[src/rtl/usbf_csr_seq_if.sv]
// rtl/usbf_csr_seq_if.sv - bus-side request/ready/data bundle for the USB CSR sequencer
interface usbf_csr_seq_if;
  logic        wt_en_i;
  logic        rd_en_i;
  logic        enable_i;
  logic [31:0] addr_i;
  logic [31:0] wdata_i;
  logic [31:0] rdata_o;
  logic        wt_ready_o;
  logic        rd_ready_o;

  modport master (
    output wt_en_i, rd_en_i, enable_i, addr_i, wdata_i,
    input  rdata_o, wt_ready_o, rd_ready_o
  );

  modport slave (
    input  wt_en_i, rd_en_i, enable_i, addr_i, wdata_i,
    output rdata_o, wt_ready_o, rd_ready_o
  );
endinterface

[src/rtl/usbf_csr_seq.sv]
// rtl/usbf_csr_seq.sv - sequences bus accesses onto the USB register file or endpoint FIFOs
module usbf_csr_seq #(
  parameter int         TIMEOUT   = 255,
  parameter logic [3:0] FIFO_PAGE = 4'hF
) (
  input  logic              hclk_i,
  input  logic              hrst_i,
  usbf_csr_seq_if.slave     bus,
  output logic              reg_we_o,
  output logic              reg_re_o,
  output logic [11:0]       reg_addr_o,
  output logic [31:0]       reg_wdata_o,
  input  logic [31:0]       reg_rdata_i,
  output logic              fifo_req_o,
  output logic              fifo_wr_o,
  output logic [3:0]        fifo_ep_o,
  output logic [31:0]       fifo_wdata_o,
  input  logic              fifo_ack_i,
  input  logic [31:0]       fifo_rdata_i,
  output logic [1:0]        err_o,
  input  logic              err_clr_i,
  output logic              busy_o
);

  localparam logic [2:0] S_IDLE  = 3'd0;
  localparam logic [2:0] S_REG   = 3'd1;
  localparam logic [2:0] S_RDCAP = 3'd2;
  localparam logic [2:0] S_FIFO  = 3'd3;
  localparam logic [2:0] S_RESP  = 3'd4;

  localparam logic [7:0]  TO_LAST  = 8'(TIMEOUT - 1);
  localparam logic [31:0] TO_RDATA = 32'hDEAD_BEEF;

  logic [2:0]  state, state_nxt;
  logic        pend;
  logic        en_q;
  logic [7:0]  cnt;
  logic [31:0] rdata_q;
  logic        wt_rdy_q, rd_rdy_q;

  logic req_any, accept, overlap, acc_wr, acc_en, acc_fifo, fifo_done, fifo_tmo;

  assign bus.rdata_o    = rdata_q;
  assign bus.wt_ready_o = wt_rdy_q;
  assign bus.rd_ready_o = rd_rdy_q;

  // Acceptance decode and next-state selection; a pending read reuses the latched address and enable
  always_comb begin
    req_any   = bus.wt_en_i | bus.rd_en_i;
    accept    = (state == S_IDLE) && (req_any || pend);
    overlap   = req_any && ((state != S_IDLE) || pend);
    acc_wr    = !pend && bus.wt_en_i;
    acc_en    = pend ? en_q : bus.enable_i;
    acc_fifo  = pend ? (reg_addr_o[11:8] == FIFO_PAGE) : (bus.addr_i[11:8] == FIFO_PAGE);
    fifo_done = (state == S_FIFO) && fifo_ack_i;
    fifo_tmo  = (state == S_FIFO) && !fifo_ack_i && (cnt == TO_LAST);
    state_nxt = state;
    case (state)
      S_IDLE:  if (accept) state_nxt = !acc_en ? S_RESP : (acc_fifo ? S_FIFO : S_REG);
      S_REG:   state_nxt = fifo_wr_o ? S_IDLE : S_RDCAP;
      S_RDCAP: state_nxt = S_IDLE;
      S_FIFO:  if (fifo_done || fifo_tmo) state_nxt = S_RESP;
      S_RESP:  state_nxt = S_IDLE;
      default: state_nxt = S_IDLE;
    endcase
  end

  // State, strobes, ready pulses, captured data and sticky errors, all registered
  always_ff @(posedge hclk_i) begin
    if (hrst_i) begin
      state        <= S_IDLE;
      busy_o       <= 1'b0;
      pend         <= 1'b0;
      en_q         <= 1'b0;
      cnt          <= 8'd0;
      rdata_q      <= 32'd0;
      wt_rdy_q     <= 1'b0;
      rd_rdy_q     <= 1'b0;
      reg_we_o     <= 1'b0;
      reg_re_o     <= 1'b0;
      reg_addr_o   <= 12'd0;
      reg_wdata_o  <= 32'd0;
      fifo_req_o   <= 1'b0;
      fifo_wr_o    <= 1'b0;
      fifo_ep_o    <= 4'd0;
      fifo_wdata_o <= 32'd0;
      err_o        <= 2'b00;
    end else begin
      state    <= state_nxt;
      busy_o   <= (state_nxt != S_IDLE);
      reg_we_o <= 1'b0;
      reg_re_o <= 1'b0;
      wt_rdy_q <= 1'b0;
      rd_rdy_q <= 1'b0;
      err_o    <= (err_clr_i ? 2'b00 : err_o) | {overlap, fifo_tmo};

      if (accept) begin
        fifo_wr_o <= acc_wr;
        pend      <= !pend && bus.wt_en_i && bus.rd_en_i;
        if (!pend) begin
          reg_addr_o   <= bus.addr_i[11:0];
          reg_wdata_o  <= bus.wdata_i;
          fifo_ep_o    <= bus.addr_i[5:2];
          fifo_wdata_o <= bus.wdata_i;
          en_q         <= bus.enable_i;
        end
        if (!acc_en) begin
          // Disabled address space: answer immediately so the bus never stalls
          wt_rdy_q <= acc_wr;
          rd_rdy_q <= !acc_wr;
          if (!acc_wr) rdata_q <= 32'd0;
        end else if (!acc_fifo) begin
          reg_we_o <= acc_wr;
          wt_rdy_q <= acc_wr;
          reg_re_o <= !acc_wr;
        end else begin
          fifo_req_o <= 1'b1;
          cnt        <= 8'd0;
        end
      end

      if (state == S_REG && !fifo_wr_o) begin
        rdata_q  <= reg_rdata_i;
        rd_rdy_q <= 1'b1;
      end

      if (fifo_done || fifo_tmo) begin
        fifo_req_o <= 1'b0;
        wt_rdy_q   <= fifo_wr_o;
        rd_rdy_q   <= !fifo_wr_o;
        if (!fifo_wr_o) rdata_q <= fifo_done ? fifo_rdata_i : TO_RDATA;
      end else if (state == S_FIFO) begin
        cnt <= cnt + 8'd1;
      end
    end
  end

endmodule

[src/flat_wrapper.sv]
// flat-port wrapper written by rule: the top's interface ports become plain ports
module usbf_csr_seq_flat 
#(
  parameter int         TIMEOUT   = 255,
  parameter logic [3:0] FIFO_PAGE = 4'hF
)
  (hclk_i, hrst_i, reg_we_o, reg_re_o, reg_addr_o, reg_wdata_o, reg_rdata_i, fifo_req_o, fifo_wr_o, fifo_ep_o, fifo_wdata_o, fifo_ack_i, fifo_rdata_i, err_o, err_clr_i, busy_o, bus_wt_en_i, bus_rd_en_i, bus_enable_i, bus_addr_i, bus_wdata_i, bus_rdata_o, bus_wt_ready_o, bus_rd_ready_o);
  usbf_csr_seq_if bus_i ();
  input  logic hclk_i;
  input  logic hrst_i;
  output logic reg_we_o;
  output logic reg_re_o;
  output logic [11:0] reg_addr_o;
  output logic [31:0] reg_wdata_o;
  input  logic [31:0] reg_rdata_i;
  output logic fifo_req_o;
  output logic fifo_wr_o;
  output logic [3:0] fifo_ep_o;
  output logic [31:0] fifo_wdata_o;
  input  logic fifo_ack_i;
  input  logic [31:0] fifo_rdata_i;
  output logic [1:0] err_o;
  input  logic err_clr_i;
  output logic busy_o;
  input wire logic [$bits(bus_i.wt_en_i)-1:0] bus_wt_en_i;
  input wire logic [$bits(bus_i.rd_en_i)-1:0] bus_rd_en_i;
  input wire logic [$bits(bus_i.enable_i)-1:0] bus_enable_i;
  input wire logic [$bits(bus_i.addr_i)-1:0] bus_addr_i;
  input wire logic [$bits(bus_i.wdata_i)-1:0] bus_wdata_i;
  output wire logic [$bits(bus_i.rdata_o)-1:0] bus_rdata_o;
  output wire logic [$bits(bus_i.wt_ready_o)-1:0] bus_wt_ready_o;
  output wire logic [$bits(bus_i.rd_ready_o)-1:0] bus_rd_ready_o;
  assign bus_i.wt_en_i = bus_wt_en_i;
  assign bus_i.rd_en_i = bus_rd_en_i;
  assign bus_i.enable_i = bus_enable_i;
  assign bus_i.addr_i = bus_addr_i;
  assign bus_i.wdata_i = bus_wdata_i;
  assign bus_rdata_o = bus_i.rdata_o;
  assign bus_wt_ready_o = bus_i.wt_ready_o;
  assign bus_rd_ready_o = bus_i.rd_ready_o;
  usbf_csr_seq #(.TIMEOUT(TIMEOUT), .FIFO_PAGE(FIFO_PAGE)) u_core (.hclk_i(hclk_i), .hrst_i(hrst_i), .bus(bus_i), .reg_we_o(reg_we_o), .reg_re_o(reg_re_o), .reg_addr_o(reg_addr_o), .reg_wdata_o(reg_wdata_o), .reg_rdata_i(reg_rdata_i), .fifo_req_o(fifo_req_o), .fifo_wr_o(fifo_wr_o), .fifo_ep_o(fifo_ep_o), .fifo_wdata_o(fifo_wdata_o), .fifo_ack_i(fifo_ack_i), .fifo_rdata_i(fifo_rdata_i), .err_o(err_o), .err_clr_i(err_clr_i), .busy_o(busy_o));
endmodule
[config.mk]
export PLATFORM = sky130hd
export DESIGN_NAME = usbf_csr_seq_flat
export DESIGN_NICKNAME = d
export VERILOG_FILES = /design/src/rtl/usbf_csr_seq_if.sv /design/src/rtl/usbf_csr_seq.sv /design/src/flat_wrapper.sv
export SDC_FILE = /design/constraint.sdc
export NUM_CORES = 1
export LEC_CHECK = 0
export CAP_MARGIN = 30
export CORE_MARGIN = 4
export CORE_UTILIZATION = 32
export DETAILED_ROUTE_END_ITERATION = 8
export PLACE_DENSITY_LB_ADDON = 0.15
export SLEW_MARGIN = 40
export SYNTH_ARGS = -nofsm -noshare
export SYNTH_HDL_FRONTEND = slang
export SYNTH_SLANG_ARGS = --single-unit
[constraint.sdc]
create_clock -name hclk_i -period 1.8 [get_ports hclk_i]
set_input_delay 0.18 -clock hclk_i [delete_from_list [all_inputs] [get_ports hclk_i]]
set_output_delay 0.18 -clock hclk_i [all_outputs]
set_load 0.02 [all_outputs]
==> summary.txt <==
Outcome
  • Outcome: finished with violations
  • Failing checks: setup timing

STA
  • Final slew viol count: 0
  • # setup viols final: 11
  • Clock period minus worst slack: 1.84 ns
  • Slew @ Worst Pin: 0.442 ns
  • RSZ-0062 raised after global routing: true
  • Slew margin rel.: 0.702
  • Skew final: 0.00859 ns
  • Final TNS setup: -0.129 ns
  • Period utilisation layout: 1.02
  • Achievable Freq: 545 MHz
  • Final WS setup: -0.0361 ns
  • Hold Vio Cnt, Final: 0

Power
  • Leak pwr: ~0.0028 uW
  • Power, Total: 6390 uW
  • Pwr dens: 865 mW/mm^2
  • Peak VDD IR: around 0.34 mV

Synth
  • Seq/Total Area, Yosys: 0.461
  • Async S/R FF share, synth: 0
  • Area leader, netlist: dfxtp_1
  • Top FF cell, synth: dfxtp_1
  • Largest cells by area after synthesis: dfxtp_1 46%, nand2_1 10%, a21oi_1 8.0%
  • Top cell type's share of synthesized area: 0.461
  • Syn Std Cell Area: approximately 0.0043 mm^2
  • Yosys reg bits: 98
  • Synth warnings: 0
  • Post-synth EDFFs: 0
  • Cell variety after synth: between 40 and 50
  • Syn Area/Cell: 8.20 um^2
  • Cells after Synth: 519
  • Synth Net Count: 656

Final layout
  • Fill cells: about 1,200
  • Commonest non-fill, non-tap cells in the layout: 234 x clkdlybuf4s50_1, 114 x nand2_1, 92 x dfxtp_1, 67 x a21oi_1, 42 x buf_4
  • Multi-input combinational cell area: 0.00204 mm^2
  • Antenna cell count: 0
  • Register area: 0.00197 mm^2
  • Post-route insts no fill: roughly 930
  • Final core occ: 0.576
  • Final-stage net count: 888
  • Layout cell share with drive strength beyond 1: 0.149
  • P&R area growth vs syn: 73.4%
  • Most common cell after layout, fill and taps aside: clkdlybuf4s50_1

Run
  • Max cap viols: 0

Routing
  • Wirelength, routed: between 15,000 and 20,000 um
  • Vias per cell: 4.94
  • DR vias: around 4,600
  • DRC errors left: 0
  • Post-DR wirelength/cell: 16.3 um
  • TritonRoute pass-1 iters: 4
  • Remaining antenna violation count: 0
  • Violation count after the first detailed-route iteration: 310

Floorplanning
  • DIE WIDTH: 123 um
  • Core area: about 0.013 mm^2
  • Die ar.: 0.0152 mm^2
  • DIE HEIGHT: between 100 and 150 um
  • Starting Density: 0.332
  • Row count: between 40 and 50
  • Boundary Pins: roughly 260

Hold path
  • Hold wc startpoint: hrst_i
  • Hold path cells: 2
  • Worst Hold End: u_core.bus.rdata_o[28]
  • Path type of the worst min-delay path: in -> reg

GRT
  • Grt total ovfl: 0
  • Largest net degree at the start of global routing: 45
  • Initial antenna violation count: 0
  • First-pass GRT wire length: approximately 22,000 um
  • Number of global-route vias before repair: 4,414
  • Gr usage total: 0.187

Clocking
  • H-Tree Depth: 3
  • Root Buffer: clkbuf_16
  • Clk sinks: 98
  • Clock-pin slew on the worst setup and hold paths: 0.07 ns
  • CTS Buf Count: 9
  • Hold buffers post-CTS: 0
  • CTS tree: done
  • Max clock buf depth: 2
  • Worst-Skew Late Latency: between 0.3 and 0.4 ns

Worst setup path
  • Worst Path Max Fanout: 4
  • Setup crit end kind: flop
  • Reg2reg end: u_core.bus.rdata_o[8]
  • Setup Crit Path Kind: in -> reg
  • FF-to-FF Start: u_core.pend
  • Critical path required time: between 2 and 2.5 ns
  • R2r setup slk: -0.03 ns
  • Worst reg2reg path depth: 6
  • Crit start category: primary input
  • Arr. time, crit path: 2.07 ns

Placed design
  • IO buf count: 235
  • GP Congestion: slightly below 0.8
  • Placed Cells: 907
  • Final HPWL DP: between 10,000 and 15,000 um
-- synthesized netlist by cell type, types with 2 or more instances --
cell type and instances:
o21ai_1 2, inv_1 4, nor2b_1 2, clkbuf_1 19, nand2b_1 6, a21o_1 3
o21ai_0 8, a221oi_1 14, o22ai_1 2, nor2_1 42, and3_1 6, a22o_1 8
a32o_1 5, a222oi_1 3, nand2_1 114, a21oi_1 68, nor3_2 2, dfxtp_1 98
buf_2 9, or3_1 4, a311oi_1 3, or2_2 2, buf_1 2, nand3_1 4
a221o_1 10, nor3_1 21, a31oi_1 2, ha_1 2, buf_4 36
-- routing by layer --
layer,track usage,up-vias,wire [um]
li1,-,2246,-
met5,0,-,0
met2,0.311,215,7310
met1,0.218,2099,6020
met3,0.0586,28,1350
met4,0.0879,0,411
-- cells by family after synthesis --
family,count (synthesis),share of synthesized area
compound gates,133,0.209
flops,98,0.461
fa+ha+maj,2,0.00588
simple gates,214,0.224
buf+inv,71,0.0987
mux,1,0.00235
-- power breakdown --
part	switching, uW	total [uW]	internal, uW
Clock	841	1850	1010
Combinational	983	2060	1070
Sequential	134	2490	2350
-- registers in the layout, indices dropped and copies added (netlist names) --
register and cells:
u_core.bus.rd_ready_o 1, u_core.pend 1, u_core.en_q 1, u_core.reg_we_o 1, u_core.busy_o 1, u_core.bus.wt_ready_o 1
u_core.reg_addr_o 9, u_core.fifo_ep_o 3, u_core.reg_wdata_o 32, u_core.err_o 2, u_core.cnt 8, u_core.state 3
u_core.fifo_wr_o 1, u_core.fifo_req_o 1, u_core.reg_re_o 1, u_core.bus.rdata_o 32
-- layout make-up --
| class | instances | share of cell area |
|---|---|---|
| well taps | 172 | 0.0291 |
| repair buffers | 288 | 0.388 |
| inverters | 4 | 0.00203 |
| multi-input cells | 350 | 0.276 |
| flip-flops and latches | 98 | 0.267 |
| clock inverters | 5 | 0.00390 |
| clock buffers | 11 | 0.0342 |
-- how the worst max path moves through the flow --
stage	end	start	cells after the start	slack, ns
finish	u_core.bus.rdata_o[8]	bus_wt_en_i	7	-0.04
detailed placement	u_core.bus.rdata_o[8]	bus_wt_en_i	7	-0.42
global placement	u_core.bus.rdata_o[14]	bus_wt_en_i	7	-0.37
CTS	u_core.bus.rdata_o[24]	u_core.pend	6	0.002
floorplan	u_core.bus.rdata_o[17]	u_core.state[0]	7	-0.006
global route	u_core.bus.rdata_o[22]	u_core.pend	6	-0.10
-- critical path, stage by stage --
cell and delay [ns]:
clkdlybuf4s50_1 0.44, or3_4 0.40, a211oi_4 0.39, buf_6 0.18, nor2_4 0.04, and3_4 0.16
a221o_1 0.27
-- through the flow --
stage,hold WS [ns],setup slack (ns),cell area (um^2)
3_3_place_gp,0.445,-0.375,6860
6_report,0.343,-0.0361,7380
2_1_floorplan,0.316,-0.00602,4300
3_5_place_dp,0.449,-0.417,6860
4_1_cts,0.311,0.00249,7190
5_1_grt,0.359,-0.101,7380
-- timing repair --
| action | 4_1_cts | 5_1_grt |
|---|---|---|
| gates resized for setup | 9 | 29 |
| pin swaps | 5 | 12 |
| buffers inserted | 1 | 1 |
| gates cloned | 0 | 3 |
| endpoints found under the setup margin | 40 | 54 |
(Power assumes the default switching activity.)
